`config.mk`:
```
export PLATFORM = sky130hd
export DESIGN_NAME = cv32e40p_hwloop_ctrl
export DESIGN_NICKNAME = d
export VERILOG_FILES = /design/src/rtl/cv32e40p_hwloop_ctrl.sv
export SDC_FILE = /design/constraint.sdc
export NUM_CORES = 1
export LEC_CHECK = 0
export ABC_AREA = 0
export CAP_MARGIN = 40
export CORE_MARGIN = 5
export CORE_UTILIZATION = 35
export CTS_CLUSTER_DIAMETER = 150
export DETAILED_ROUTE_END_ITERATION = 6
export SLEW_MARGIN = 0
export SYNTH_ARGS = -nofsm -noshare
export SYNTH_HDL_FRONTEND = slang
export SYNTH_SLANG_ARGS = --single-unit
```
`constraint.sdc`:
```
create_clock -name clk -period 4.8 [get_ports clk]
set_clock_uncertainty 0.05 [all_clocks]
set_input_delay 1.44 -clock clk [delete_from_list [all_inputs] [get_ports clk]]
set_output_delay 1.44 -clock clk [all_outputs]
set_load 0.01 [all_outputs]
```
`src/rtl/cv32e40p_hwloop_ctrl.sv`:
```
// Hardware-loop register file and loop-end controller.
// Holds start/end/count per loop, matches the fetch PC against loop ends and issues the branch-back to IF.
module cv32e40p_hwloop_ctrl #(
    parameter int N_HWLP      = 2,
    parameter int N_HWLP_BITS = $clog2(N_HWLP)
) (
    input  logic                   clk,
    input  logic                   rst,

    input  logic [N_HWLP_BITS-1:0] hwlp_regid_i,
    input  logic [2:0]             hwlp_we_i,
    input  logic [31:0]            hwlp_wdata_i,
    output logic [31:0]            hwlp_rdata_start_o,
    output logic [31:0]            hwlp_rdata_end_o,
    output logic [31:0]            hwlp_rdata_cnt_o,

    input  logic [31:0]            pc_i,
    input  logic                   pc_valid_i,
    input  logic                   pc_ready_i,
    output logic                   hwlp_jump_o,
    output logic [31:0]            hwlp_target_o,
    output logic [N_HWLP-1:0]      hwlp_active_o
);

    logic [31:0] start_q [N_HWLP];
    logic [31:0] start_d [N_HWLP];
    logic [31:0] end_q   [N_HWLP];
    logic [31:0] end_d   [N_HWLP];
    logic [31:0] cnt_q   [N_HWLP];
    logic [31:0] cnt_d   [N_HWLP];

    logic [N_HWLP-1:0] regid_sel;
    logic [N_HWLP-1:0] match;
    logic [N_HWLP-1:0] dec_en;
    logic              found;
    logic [31:0]       addr_wdata;

    // Out-of-range indices select no loop, so writes drop and reads fall back to 0.
    always_comb begin
        regid_sel = '0;
        for (int i = 0; i < N_HWLP; i++) begin
            regid_sel[i] = (hwlp_regid_i == i[N_HWLP_BITS-1:0]);
        end
    end

    // NOTE: combinational blocks use blocking '=' and assign every output a default first, so no latch is inferred.
    always_comb begin
        match         = '0;
        dec_en        = '0;
        found         = 1'b0;
        hwlp_jump_o   = 1'b0;
        hwlp_target_o = '0;
        for (int i = 0; i < N_HWLP; i++) begin
            match[i]  = pc_valid_i && (pc_i == end_q[i]) && (cnt_q[i] != '0);
            // Loops up to and including the one that branches back consume an iteration.
            dec_en[i] = pc_valid_i && pc_ready_i && match[i] && !found;
            if (!found && match[i] && (cnt_q[i] > 32'd1)) begin
                found         = 1'b1;
                hwlp_jump_o   = 1'b1;
                hwlp_target_o = start_q[i];
            end
        end
    end

    assign addr_wdata = {hwlp_wdata_i[31:1], 1'b0};

    // A field write overrides the decrement of the same cycle.
    always_comb begin
        for (int i = 0; i < N_HWLP; i++) begin
            start_d[i] = start_q[i];
            end_d[i]   = end_q[i];
            cnt_d[i]   = cnt_q[i];
            if (dec_en[i]) begin
                cnt_d[i] = cnt_q[i] - 32'd1;
            end
            if (regid_sel[i]) begin
                if (hwlp_we_i[0]) start_d[i] = addr_wdata;
                if (hwlp_we_i[1]) end_d[i]   = addr_wdata;
                if (hwlp_we_i[2]) cnt_d[i]   = hwlp_wdata_i;
            end
        end
    end

    // NOTE: the loop register file is small and its zero state is architecturally visible, so every entry is reset.
    always_ff @(posedge clk) begin
        if (rst) begin
            for (int i = 0; i < N_HWLP; i++) begin
                start_q[i] <= '0;
                end_q[i]   <= '0;
                cnt_q[i]   <= '0;
            end
        end else begin
            for (int i = 0; i < N_HWLP; i++) begin
                start_q[i] <= start_d[i];
                end_q[i]   <= end_d[i];
                cnt_q[i]   <= cnt_d[i];
            end
        end
    end

    always_comb begin
        hwlp_rdata_start_o = '0;
        hwlp_rdata_end_o   = '0;
        hwlp_rdata_cnt_o   = '0;
        hwlp_active_o      = '0;
        for (int i = 0; i < N_HWLP; i++) begin
            hwlp_active_o[i] = (cnt_q[i] != '0);
            if (regid_sel[i]) begin
                hwlp_rdata_start_o = start_q[i];
                hwlp_rdata_end_o   = end_q[i];
                hwlp_rdata_cnt_o   = cnt_q[i];
            end
        end
    end

endmodule

```
### After elaboration in Yosys (flattened, before gate mapping)

Memories as Yosys holds them, arrays and structs flattened.
Index checks and enable logic that the tools add are counted.

| cells by class | value |
|---|---|
| eq/ne operators | 2 |
| bitwise gates (word level) | 6 |
| order comparisons | 2 |
| add/subtract/negate cells | 2 |
| reduce and logical (&&, ||, !) cells | 14 |
| muxes and demuxes | 30 |

Operators by type and width:

| operator | number |
|---|---|
| 32-bit two-way mux | 25 |
| 32-bit equality test | 2 |
| 32-bit by 1-bit greater-than comparator with 1-bit output, second input constant | 2 |
| 32-bit nonzero test | 2 |
| 32-bit by 1-bit subtractor with 32-bit output, second input constant | 2 |
| 1-bit logical AND | 11 |
| 1-bit bitwise OR | 6 |
| 1-bit two-way mux | 5 |
| 1-bit logical NOT | 1 |

| storage, ports and cells | value |
|---|---|
| memories | 3 |
| input port bits | 72 |
| word-level logic and storage cells | 59 |
| register bits after elaboration | 0 |
| bits in writable memories | 192 |
| output and inout bits | 131 |

Memory list:

| memory | depth | bits a word | rd ports | clocked after memory_dff | wr ports | line | source |
|---|---|---|---|---|---|---|---|
| cnt_q | 2 | 32 | 2 | 0 | 2 | 29 | `logic [31:0] cnt_q [N_HWLP];` |
| end_q | 2 | 32 | 2 | 0 | 2 | 27 | `logic [31:0] end_q [N_HWLP];` |
| start_q | 2 | 32 | 2 | 0 | 2 | 25 | `logic [31:0] start_q [N_HWLP];` |

### Longest topological paths before layout

Gate-level depths: netlist of run 1.
An unclocked memory read counts as a cell.

| logic depth | value |
|---|---|
| word-level depth | 12 |
| depth in mapped cells | 11 |
| mapped depth without buffers | 7 |

### Worst setup path after synthesis of run 1

No wires, ideal clock.

| timing | value |
|---|---|
| kind | input to output |
| start | in pc_i[15] |
| end | out hwlp_target_o[10] |
| arrival time | 3324 ps |
| stages | 7 |
| required time | 3310 ps |
| path buffers | 1 |
| slack | -14 ps |
| path through | xor2_1 -> nor4_1 -> nand4_1 -> a211oi_1 -> nor3_1 -> clkbuf_1 -> a22o_1 |

| on the way | value |
|---|---|
| cells in the longest elaborated chain, start to end | 9 |
| elaborated cells on any way between the ends | 13 |
| those cells by class | eq/ne: 2; mux: 3; reduce/logical: 8 |

Ends and longest elaborated chain:

| element | line | source |
|---|---|---|
| from (decl) | 17 | `input logic [31:0] pc_i,` |
| 32-bit equality test | 54 | `match[i] = pc_valid_i && (pc_i == end_q[i]) && (cnt_q[i] != '0);` |
| 1-bit logical AND (2 in a row) | 54 |  |
| 1-bit logical AND | 57 | `if (!found && match[i] && (cnt_q[i] > 32'd1)) begin` |
| 1-bit two-way mux | 57 |  |
| 1-bit logical NOT | 57 |  |
| 1-bit logical AND (2 in a row) | 57 |  |
| 32-bit two-way mux * | 57 |  |
| to (decl) | 21 | `output logic [31:0] hwlp_target_o,` |

Every way passes the cells marked *; elsewhere a longest branch is shown, timed or not.

### Worst setup path in the final report of run 1

| timing | value |
|---|---|
| start | in pc_i[1] |
| end | out hwlp_target_o[3] |

The elaborated chain is that of the path after synthesis.

==> impl_metrics.env, run 1 <==
export IMPL_status="finished, violations left"
export IMPL_violations="negative setup slack"
export IMPL_ir_drop_mv=0.221
export IMPL_holdPathEnd="start_q[0][19]$_SDFFE_PP0P_"
export IMPL_cpPeakStageDelay_ns=0.34
export IMPL_gr_usage_met3_pct=4.06
export IMPL_leakage_nw=5.25
export IMPL_antennaDiodeCount=0
export IMPL_track_usage_pct=22.8
export IMPL_mostFrequentLayoutCells="269 x nand2_1, 187 x dfxtp_1, 132 x clkdlybuf4s50_1, 125 x a21oi_1, 92 x mux2_2"
export IMPL_cpLargestDelayFamily="buffers and inverters"
export IMPL_htreeDepth=4
export IMPL_vias=10300
export IMPL_grt_pass1_wl_um=59700
export IMPL_critical_path_cell_count=10
export IMPL_postCtsHoldBufs=0
export IMPL_portBuffers=199
export IMPL_power_density_nw_per_um2=285
export IMPL_die_w_um=182
export IMPL_cp_num_buf_inv=4
export IMPL_r2r_cells=12
export IMPL_hold_depth=2
export IMPL_ioPinCount=203
export IMPL_syn_area_per_cell_um2=8.25
export IMPL_cp_required_ns=3.31
export IMPL_routed_wl_um=39000
export IMPL_path_class="input pin to output port"
export IMPL_syn_area_um2=10300
export IMPL_cts_tree="built"
export IMPL_slowest_stage="a211oi_4"
export IMPL_fmax_mhz=201
export IMPL_final_common_cell="nand2_1"
export IMPL_cp_data_arrival_time_ns=3.48
export IMPL_path_cells="clkdlybuf4s15_2 -> xor2_2 -> nor4_2 -> nand4_1 -> a211oi_4 -> nor3_4 -> buf_6 -> buf_12 -> a22o_1 -> buf_2"
export IMPL_rsz0062_at_grt="yes"
export IMPL_slew_headroom_pct=43.9
export IMPL_drive_above_1_share_pct=23.1
export IMPL_pre_cts_ws_ns=-1.11
export IMPL_ys_ff_latch=188
export IMPL_final_instance_count_excl_fill=1877
export IMPL_cts_root_buf="clkbuf_16"
export IMPL_syn_inst=1250
export IMPL_fillers=2756
export IMPL_die_area_um2=33000
export IMPL_yosysWarnings=0
export IMPL_drt_vias_per_instance=5.50
export IMPL_grt_max_degree=83
export IMPL_postRouteAntennaNets=0
export IMPL_grt_pass1_vias=9851
export IMPL_r2r_end="cnt_q[0][39]$_SDFF_PP0_"
export IMPL_finalCriticalPeriod_ns=4.97
export IMPL_drv_cap=0
export IMPL_antenna_found_initial=0
export IMPL_coreArea_um2=28900
export IMPL_grt_ovfl_total=0
export IMPL_synth_flop_cell="dfxtp_1"
export IMPL_reg2reg_slack_ns=1.09
export IMPL_firstDrtPassIters=5
export IMPL_setup_viol=32
export IMPL_final_hold_violation_count=0
export IMPL_fin_ws_ns=-0.168
export IMPL_grt_busiest_layer="met2"
export IMPL_die_h_um=182
export IMPL_met1_usage_pct=31.8
export IMPL_path_max_fanout=6
export IMPL_hold_class="register to register"
export IMPL_rr_startpoint="cnt_q[0][8]$_SDFF_PP0_"
export IMPL_initial_utilization_pct=35.6
export IMPL_fin_crit_sh_pct=104
export IMPL_hold_start="start_q[0][19]$_SDFFE_PP0P_"
export IMPL_synth_async_sr_flop_share_pct=0
export IMPL_clockBufferDepth=2
export IMPL_path_clk_slew_ns=0.07
export IMPL_cts_made_buffers=17
export IMPL_clock_sinks=188
export IMPL_num_rows=62
export IMPL_crit_path_start_kind="input pin"
export IMPL_placedCellCount=1832
export IMPL_dpl_hpwl_um=27200
export IMPL_synth_distinct_cells=57
export IMPL_drt_iter0_markers=893
export IMPL_synth_seq_area_share_pct=36.5
export IMPL_end_kind="output port"
export IMPL_wl_per_cell_um=20.8
export IMPL_report_final_slew_viol_count=0
export IMPL_worst_pin_slew_ns=0.840
export IMPL_worstSkewPairLatency_ns=0.44
export IMPL_syn2layout_area_growth_pct=36.0
export IMPL_nets=1558
export IMPL_place_congestion=0.871
export IMPL_use_met2_pct=35.4
export IMPL_drcViolationCount=0
export IMPL_hold_slack_ns=0.423
export IMPL_synth_edf_count=0
[cell type report]
type	instances	area, um2	share of cell area, %
clock buffers	18	439	3.13
inverters	6	22.5	0.161
multi-input cells	968	6390	45.6
well taps	384	480	3.43
clock inverters	14	173	1.23
flip-flops and latches	188	3760	26.8
repair buffers	299	2750	19.6
[registers in the layout (all words and copies together) (netlist names)]
| name | cells |
|---|---|
| end_q | 62 |
| cnt_q | 64 |
| start_q | 62 |
[worst max-delay path by stage]
stage	from	endpoint	slack [ns]
floorplan	pc_i[0]	hwlp_target_o[10]	0.02
global placement	pc_valid_i	hwlp_target_o[27]	-0.99
detailed placement	pc_valid_i	hwlp_target_o[24]	-1.11
CTS	pc_i[13]	hwlp_target_o[16]	-0.19
global route	pc_i[1]	hwlp_target_o[3]	-0.24
finish	pc_i[1]	hwlp_target_o[3]	-0.17
[layer usage]
layer / share of wire, % / vias to the layer above
li1: - / 4901
met1: 45 / 4959
met2: 45 / 391
met3: 6.6 / 70
met4: 3.3 / 0
met5: 0 / -
[synth_stat cells, types with 11 or more instances]
cell type	count	share of area [%]
o31ai_1	11	0.80
or3_1	23	1.4
nand3_1	17	0.83
nand2_1	270	9.8
xor2_1	59	5.0
mux2_2	92	10
clkbuf_1	75	2.7
a22o_1	31	2.6
xnor2_1	31	2.6
nand4_1	18	1.1
a211oi_1	30	2.2
dfxtp_1	188	37
nor2_1	85	3.1
a311oi_1	20	1.7
nor4_1	33	2.0
or4_1	12	0.87
a21oi_1	125	6.1
[where the power goes]
group / internal [W] / switching, W
sequential: 0.00164 / 0.0000935
combinational: 0.000362 / 0.000424
clock: 0.000764 / 0.000708
[worst reg2reg max path, delay by kind of cell, from the launching register on]
kind	cells	cell delay [ns]
AOI/OAI and AO/OA	2	0.41
buffers and inverters	5	0.78
DFF	1	0.34
and+or+nand+nor	5	2.02
[logic make-up (layout without fill, tap and decap cells)]
family,Yosys count,in the layout,share of synthesized area (%)
AND/OR/NAND/NOR,524,524,24.3
AO/OA/AOI/OAI,251,251,16.3
XOR/XNOR,90,90,7.64
multiplexers,94,94,10.2
other,1,3,0.0364
buffers and inverters,96,337,4.17
adder cells (fa/ha/maj),6,6,0.728
flip-flops,188,188,36.5
[timing repair]
action,CTS,global route
gates resized for setup,269,37
gates cloned,4,0
pin swaps,22,19
setup buffers,9,2
setup endpoints to repair,32,32
[metrics by stage]
stage	instance area [um2]	total power (W)	util (%)	TNS (ns)
final	14000	0.00399	48.5	-4.20
after global routing	14000	0.00416	48.5	-6.48
after CTS	13900	0.00400	48.1	-3.90
after detailed placement	13200	0.00254	45.5	-35.01
after global placement	13100	0.00252	45.3	-31.19
after floorplan	10300	0.00214	-	0
Power figures use the tool's default switching activity.
==> run 2: changes to the inputs <==
--- a/config.mk
+++ b/config.mk
@@ -11,6 +11,7 @@
 export CORE_UTILIZATION = 35
 export CTS_CLUSTER_DIAMETER = 150
 export DETAILED_ROUTE_END_ITERATION = 6
+export PLACE_DENSITY = 0.69
 export SLEW_MARGIN = 0
 export SYNTH_ARGS = -nofsm -noshare
 export SYNTH_HDL_FRONTEND = slang
==> impl_metrics.env, run 2 (synthesis gave the netlist of run 1 again) <==
export IMPL_grt_ovfl_total=0
export IMPL_fin_crit_sh_pct=106
export IMPL_r2r_cells=10
export IMPL_leakage_nw=5.13
export IMPL_hold_class="register to register"
export IMPL_ioPinCount=203
export IMPL_wl_met1_um=16300
export IMPL_path_class="input pin to output port"
export IMPL_slew_headroom_pct=39.3
export IMPL_multi_input_area_um2=6290
export IMPL_dr_wl_met2_um=17500
export IMPL_power_density_nw_per_um2=289
export IMPL_p_comb_share_pct=18.9
export IMPL_die_w_um=182
export IMPL_reg2reg_slack_ns=1.12
export IMPL_switchingPower_w=0.00116
export IMPL_drv_cap=0
export IMPL_rsz0062_at_grt="yes"
export IMPL_cp_startpoint="pc_i[26]"
export IMPL_largest_reg_flops=64
export IMPL_setup_viol=32
export IMPL_fmax_mhz=197
export IMPL_end_kind="output port"
export IMPL_drcViolationCount=0
export IMPL_coreArea_um2=28900
export IMPL_seqPwrFrac_pct=43.6
export IMPL_cp_data_arrival_time_ns=3.58
export IMPL_fin_setup_tns_ns=-7.20
export IMPL_clockBufferDepth=2
export IMPL_ir_drop_mv=0.196
export IMPL_drt_iter0_markers=1106
export IMPL_r2r_end="cnt_q[0][60]$_SDFF_PP0_"
export IMPL_cts_tree="built"
export IMPL_num_rows=62
export IMPL_drt_vias_per_instance=5.53
export IMPL_track_usage_pct=22.0
export IMPL_cp_required_ns=3.31
export IMPL_finalCriticalPeriod_ns=5.07
export IMPL_cts_made_buffers=17
export IMPL_crit_path_start_kind="input pin"
export IMPL_antennaDiodeCount=0
export IMPL_seq_area_um2=3760
export IMPL_hold_slack_ns=0.423
export IMPL_postRouteAntennaNets=0
export IMPL_worst_pin_slew_ns=0.909
export IMPL_crit_end="hwlp_target_o[15]"
export IMPL_nets=1538
export IMPL_clock_sinks=188
export IMPL_path_max_fanout=5
export IMPL_vias=10300
export IMPL_switching_share_pct=29.0
export IMPL_largest_registers="cnt_q: 64 flops, end_q: 62 flops, start_q: 62 flops"
export IMPL_fillers=2684
export IMPL_cell_internal_pwr_w=0.00283
export IMPL_power_w=0.00398
export IMPL_initial_utilization_pct=35.6
export IMPL_worstSkewPairLatency_ns=0.43
export IMPL_die_h_um=182
export IMPL_syn2layout_area_growth_pct=33.8
export IMPL_drive_above_1_share_pct=20.2
export IMPL_antenna_found_initial=1
export IMPL_report_final_slew_viol_count=0
export IMPL_dr_max_layer_used="met5"
export IMPL_wl_per_cell_um=20.4
export IMPL_violations="negative setup slack"
export IMPL_wl_met3_um=3100
export IMPL_regMostFlops="cnt_q"
export IMPL_status="finished, violations left"
export IMPL_routed_wl_um=37900
export IMPL_mostFrequentLayoutCells="269 x nand2_1, 188 x dfxtp_1, 132 x clkdlybuf4s50_1, 125 x a21oi_1, 92 x mux2_2"
export IMPL_die_area_um2=33000
export IMPL_path_clk_slew_ns=0.07
export IMPL_grt_max_degree=74
export IMPL_firstDrtPassIters=5
export IMPL_grt_pass1_vias=9733
export IMPL_rr_startpoint="cnt_q[0][9]$_SDFF_PP0_"
export IMPL_place_congestion=0.878
export IMPL_final_common_cell="nand2_1"
export IMPL_fin_ws_ns=-0.274
export IMPL_final_hold_violation_count=0
export IMPL_power_share_clock_pct=37.5
export IMPL_postCtsHoldBufs=0
export IMPL_grt_pass1_wl_um=57400
export IMPL_htreeDepth=4
export IMPL_cts_root_buf="clkbuf_16"
export IMPL_portBuffers=199
export IMPL_dpl_hpwl_um=26500
==> run 2: cell count changes in the layout (fill, tap and decap cells not counted), sizes merged, moves of 2 or more <==
cell         previous run  this run
buf                   151       125
dlygate4sd2             1        12
clkbuf                 25        20
clkinv                  6         2
bufinv                  1         3
inv                    13        11
==> run 2: cell type report <==
| class | instances | area share (%) |
|---|---|---|
| clock buffers | 20 | 3.24 |
| clock inverters | 11 | 1.14 |
| inverters | 6 | 0.163 |
| multi-input cells | 968 | 45.6 |
| flip-flops and latches | 188 | 27.3 |
| well taps | 384 | 3.48 |
| repair buffers | 279 | 19.1 |
==> run 2: timing repair <==
item,CTS,global route
setup endpoints to repair,32,32
resized for setup,251,1
setup buffers,14,1
gates cloned,5,0
pin swaps,24,4
==> run 2: how the worst min path moves through the flow <==
stage          depth (start not counted)                     endpoint                         from  slack (ns)
2_1_floorplan                          2  start_q[0][33]$_SDFFE_PP0P_  start_q[0][33]$_SDFFE_PP0P_        0.40
3_3_place_gp                           2  start_q[0][28]$_SDFFE_PP0P_  start_q[0][28]$_SDFFE_PP0P_        0.41
3_5_place_dp                           2  start_q[0][27]$_SDFFE_PP0P_  start_q[0][27]$_SDFFE_PP0P_        0.42
4_1_cts                                2  start_q[0][27]$_SDFFE_PP0P_  start_q[0][27]$_SDFFE_PP0P_        0.43
5_1_grt                                2  start_q[0][61]$_SDFFE_PP0P_  start_q[0][61]$_SDFFE_PP0P_        0.44
6_report                               2  start_q[0][27]$_SDFFE_PP0P_  start_q[0][27]$_SDFFE_PP0P_        0.42
==> run 2: critical path: stages <==
cell	delay, ns
clkdlybuf4s15_2	0.23
xor2_1	0.17
nor4_1	0.29
nand4_1	0.15
buf_4	0.18
a211oi_4	0.21
buf_4	0.15
nor3_4	0.05
buf_12	0.13
buf_12	0.13
buf_16	0.13
a22o_1	0.18
buf_2	0.14
==> run 2: layer usage <==
layer / GRT usage, % / vias up
li1: - / 4857
met1: 30.1 / 4891
met2: 34.5 / 449
met3: 4.62 / 65
met4: 7.21 / 2
met5: 0 / -
==> run 2: through the flow <==
| step | cell area [um2] | util (%) | std cells | setup slack (ns) |
|---|---|---|---|---|
| CTS | 13800 | 47.9 | 1858 | -0.224 |
| detailed placement | 13000 | 44.9 | 1809 | -1.12 |
| finish | 13800 | 47.7 | 1856 | -0.274 |
| global placement | 13000 | 44.8 | 1807 | -1.06 |
| floorplan | 10300 | - | 1252 | 0.0171 |
| global route | 13800 | 47.7 | 1856 | -0.365 |
==> run 2: power groups by stage <==
stage          registers (W)  clock network, W  logic (W)
3_3_place_gp         0.00176                 0   0.000732
4_1_cts              0.00173           0.00150   0.000747
2_1_floorplan        0.00174                 0   0.000404
3_5_place_dp         0.00177                 0   0.000743
6_report             0.00174           0.00149   0.000753
5_1_grt              0.00175           0.00157   0.000809
==> run 3: changes to the inputs <==
--- a/config.mk
+++ b/config.mk
@@ -12,6 +12,7 @@
 export CTS_CLUSTER_DIAMETER = 150
 export DETAILED_ROUTE_END_ITERATION = 6
 export PLACE_DENSITY = 0.69
+export SKIP_LAST_GASP = 1
 export SLEW_MARGIN = 0
 export SYNTH_ARGS = -nofsm -noshare
 export SYNTH_HDL_FRONTEND = slang
==> impl_metrics.env, run 3 (synthesis gave the netlist of run 1 again) <==
export IMPL_place_congestion=0.878
export IMPL_antennaDiodeCount=0
export IMPL_cp_startpoint="pc_i[26]"
export IMPL_regMostFlops="cnt_q"
export IMPL_path_clk_slew_ns=0.07
export IMPL_antenna_found_initial=1
export IMPL_setup_viol=32
export IMPL_portBuffers=199
export IMPL_largest_reg_flops=64
export IMPL_worst_pin_slew_ns=0.907
export IMPL_report_final_slew_viol_count=0
export IMPL_rsz0062_at_grt="yes"
export IMPL_slowest_stage="nor4_1"
export IMPL_path_max_fanout=5
export IMPL_die_area_um2=33000
export IMPL_drcViolationCount=0
export IMPL_rr_startpoint="cnt_q[0][9]$_SDFF_PP0_"
export IMPL_worstSkewPairLatency_ns=0.43
export IMPL_die_h_um=182
export IMPL_hold_class="register to register"
export IMPL_drt_vias_per_instance=5.55
export IMPL_grt_max_degree=74
export IMPL_wl_met1_um=16400
export IMPL_ioPinCount=203
export IMPL_cts_root_buf="clkbuf_16"
export IMPL_dr_wl_met2_um=17500
export IMPL_postRouteAntennaNets=0
export IMPL_hold_start="start_q[0][27]$_SDFFE_PP0P_"
export IMPL_path_class="input pin to output port"
export IMPL_htreeDepth=4
export IMPL_grt_ovfl_total=0
export IMPL_ir_drop_mv=0.196
export IMPL_num_rows=62
export IMPL_track_usage_pct=22.0
export IMPL_fmax_mhz=197
export IMPL_nets=1538
export IMPL_die_w_um=182
export IMPL_grt_pass1_wl_um=57400
export IMPL_wl_met3_um=3010
export IMPL_cts_made_buffers=17
export IMPL_dr_max_layer_used="met5"
export IMPL_leakage_nw=5.13
export IMPL_crit_path_start_kind="input pin"
export IMPL_drt_iter0_markers=1106
export IMPL_cp_required_ns=3.31
export IMPL_clockBufferDepth=2
export IMPL_clock_sinks=188
export IMPL_fin_ws_ns=-0.274
export IMPL_drv_cap=0
export IMPL_final_common_cell="nand2_1"
export IMPL_status="finished, violations left"
export IMPL_power_density_nw_per_um2=289
export IMPL_syn2layout_area_growth_pct=33.8
export IMPL_wl_per_cell_um=20.4
export IMPL_end_kind="output port"
export IMPL_cpPeakStageDelay_ns=0.29
export IMPL_violations="negative setup slack"
export IMPL_cpLargestDelayFamily="buffers and inverters"
export IMPL_routed_wl_um=37900
export IMPL_grt_pass1_vias=9733
export IMPL_largest_registers="cnt_q: 64 flops, end_q: 62 flops, start_q: 62 flops"
export IMPL_postCtsHoldBufs=0
export IMPL_dpl_hpwl_um=26500
export IMPL_fin_setup_tns_ns=-7.30
export IMPL_cp_num_buf_inv=7
export IMPL_final_hold_violation_count=0
export IMPL_vias=10300
export IMPL_cts_tree="built"
export IMPL_slew_headroom_pct=39.4
export IMPL_finalCriticalPeriod_ns=5.07
export IMPL_drive_above_1_share_pct=20.2
export IMPL_hold_slack_ns=0.423
export IMPL_path_cells="clkdlybuf4s15_2 -> xor2_1 -> nor4_1 -> nand4_1 -> buf_4 -> a211oi_4 -> buf_4 -> nor3_4 -> buf_12 -> buf_12 -> buf_16 -> a22o_1 -> buf_2"
export IMPL_cp_data_arrival_time_ns=3.58
export IMPL_mostFrequentLayoutCells="269 x nand2_1, 188 x dfxtp_1, 132 x clkdlybuf4s50_1, 125 x a21oi_1, 92 x mux2_2"
export IMPL_fin_crit_sh_pct=106
export IMPL_firstDrtPassIters=6
export IMPL_coreArea_um2=28900
export IMPL_initial_utilization_pct=35.6
==> run 3: changes by cell type in the layout (fill, tap and decap cells not counted) <==
cell,before,now
dlygate4sd2_1,12,13
clkdlybuf4s15_1,4,3
==> run 3: worst paths after layout <==
check,slack (ns),end,cells past startpoint
worst min register to register,0.42,start_q[0][27]$_SDFFE_PP0P_,2
worst min-delay path,0.42,start_q[0][27]$_SDFFE_PP0P_,2
worst max-delay path,-0.27,hwlp_target_o[15],13
worst max register to register,1.12,cnt_q[0][60]$_SDFF_PP0_,10
==> run 3: layout make-up <==
type                            instances  area [um2]
Tap cell                              384         480
Clock buffer                           20         447
Fill cell                            2684       15100
Inverter                                6        22.5
Timing Repair Buffer                  279        2640
Clock inverter                         11         158
Multi-Input combinational cell        968        6290
Sequential cell                       188        3760
==> run 3: worst min-delay path, stage by stage, from the launching register on <==
cell and delay [ns]:
dfxtp_1 0.32, nand2_1 0.05, a21oi_1 0.05
==> run 3: through the flow <==
stage / instances / setup slack, ns / instance area, um2 / util [%] / power [W]
final: 1856 / -0.274 / 13800 / 47.7 / 0.00398
after global routing: 1856 / -0.365 / 13800 / 47.7 / 0.00412
after CTS: 1858 / -0.224 / 13800 / 47.9 / 0.00398
after detailed placement: 1809 / -1.12 / 13000 / 44.9 / 0.00251
after global placement: 1807 / -1.06 / 13000 / 44.8 / 0.00250
after floorplan: 1252 / 0.0171 / 10300 / - / 0.00214
==> run 3: report_power, final <==
| part | internal (W) | switching [W] |
|---|---|---|
| clock network | 0.000843 | 0.000653 |
| logic | 0.000341 | 0.000413 |
| registers | 0.00164 | 0.0000924 |
==> run 3: repair_timing <==
item	in CTS	in global routing
endpoints found under the setup margin	32	32
cloned	5	0
resized for setup	250	1
pin swaps	24	4
buffers inserted	14	1
hold endpoints to repair	0	0
==> run 3: routing by layer <==
metal	vias to the layer above	global-route usage (%)
met5	-	0
met4	2	7.21
met3	71	4.62
met2	462	34.5
met1	4910	30.1
li1	4858	-
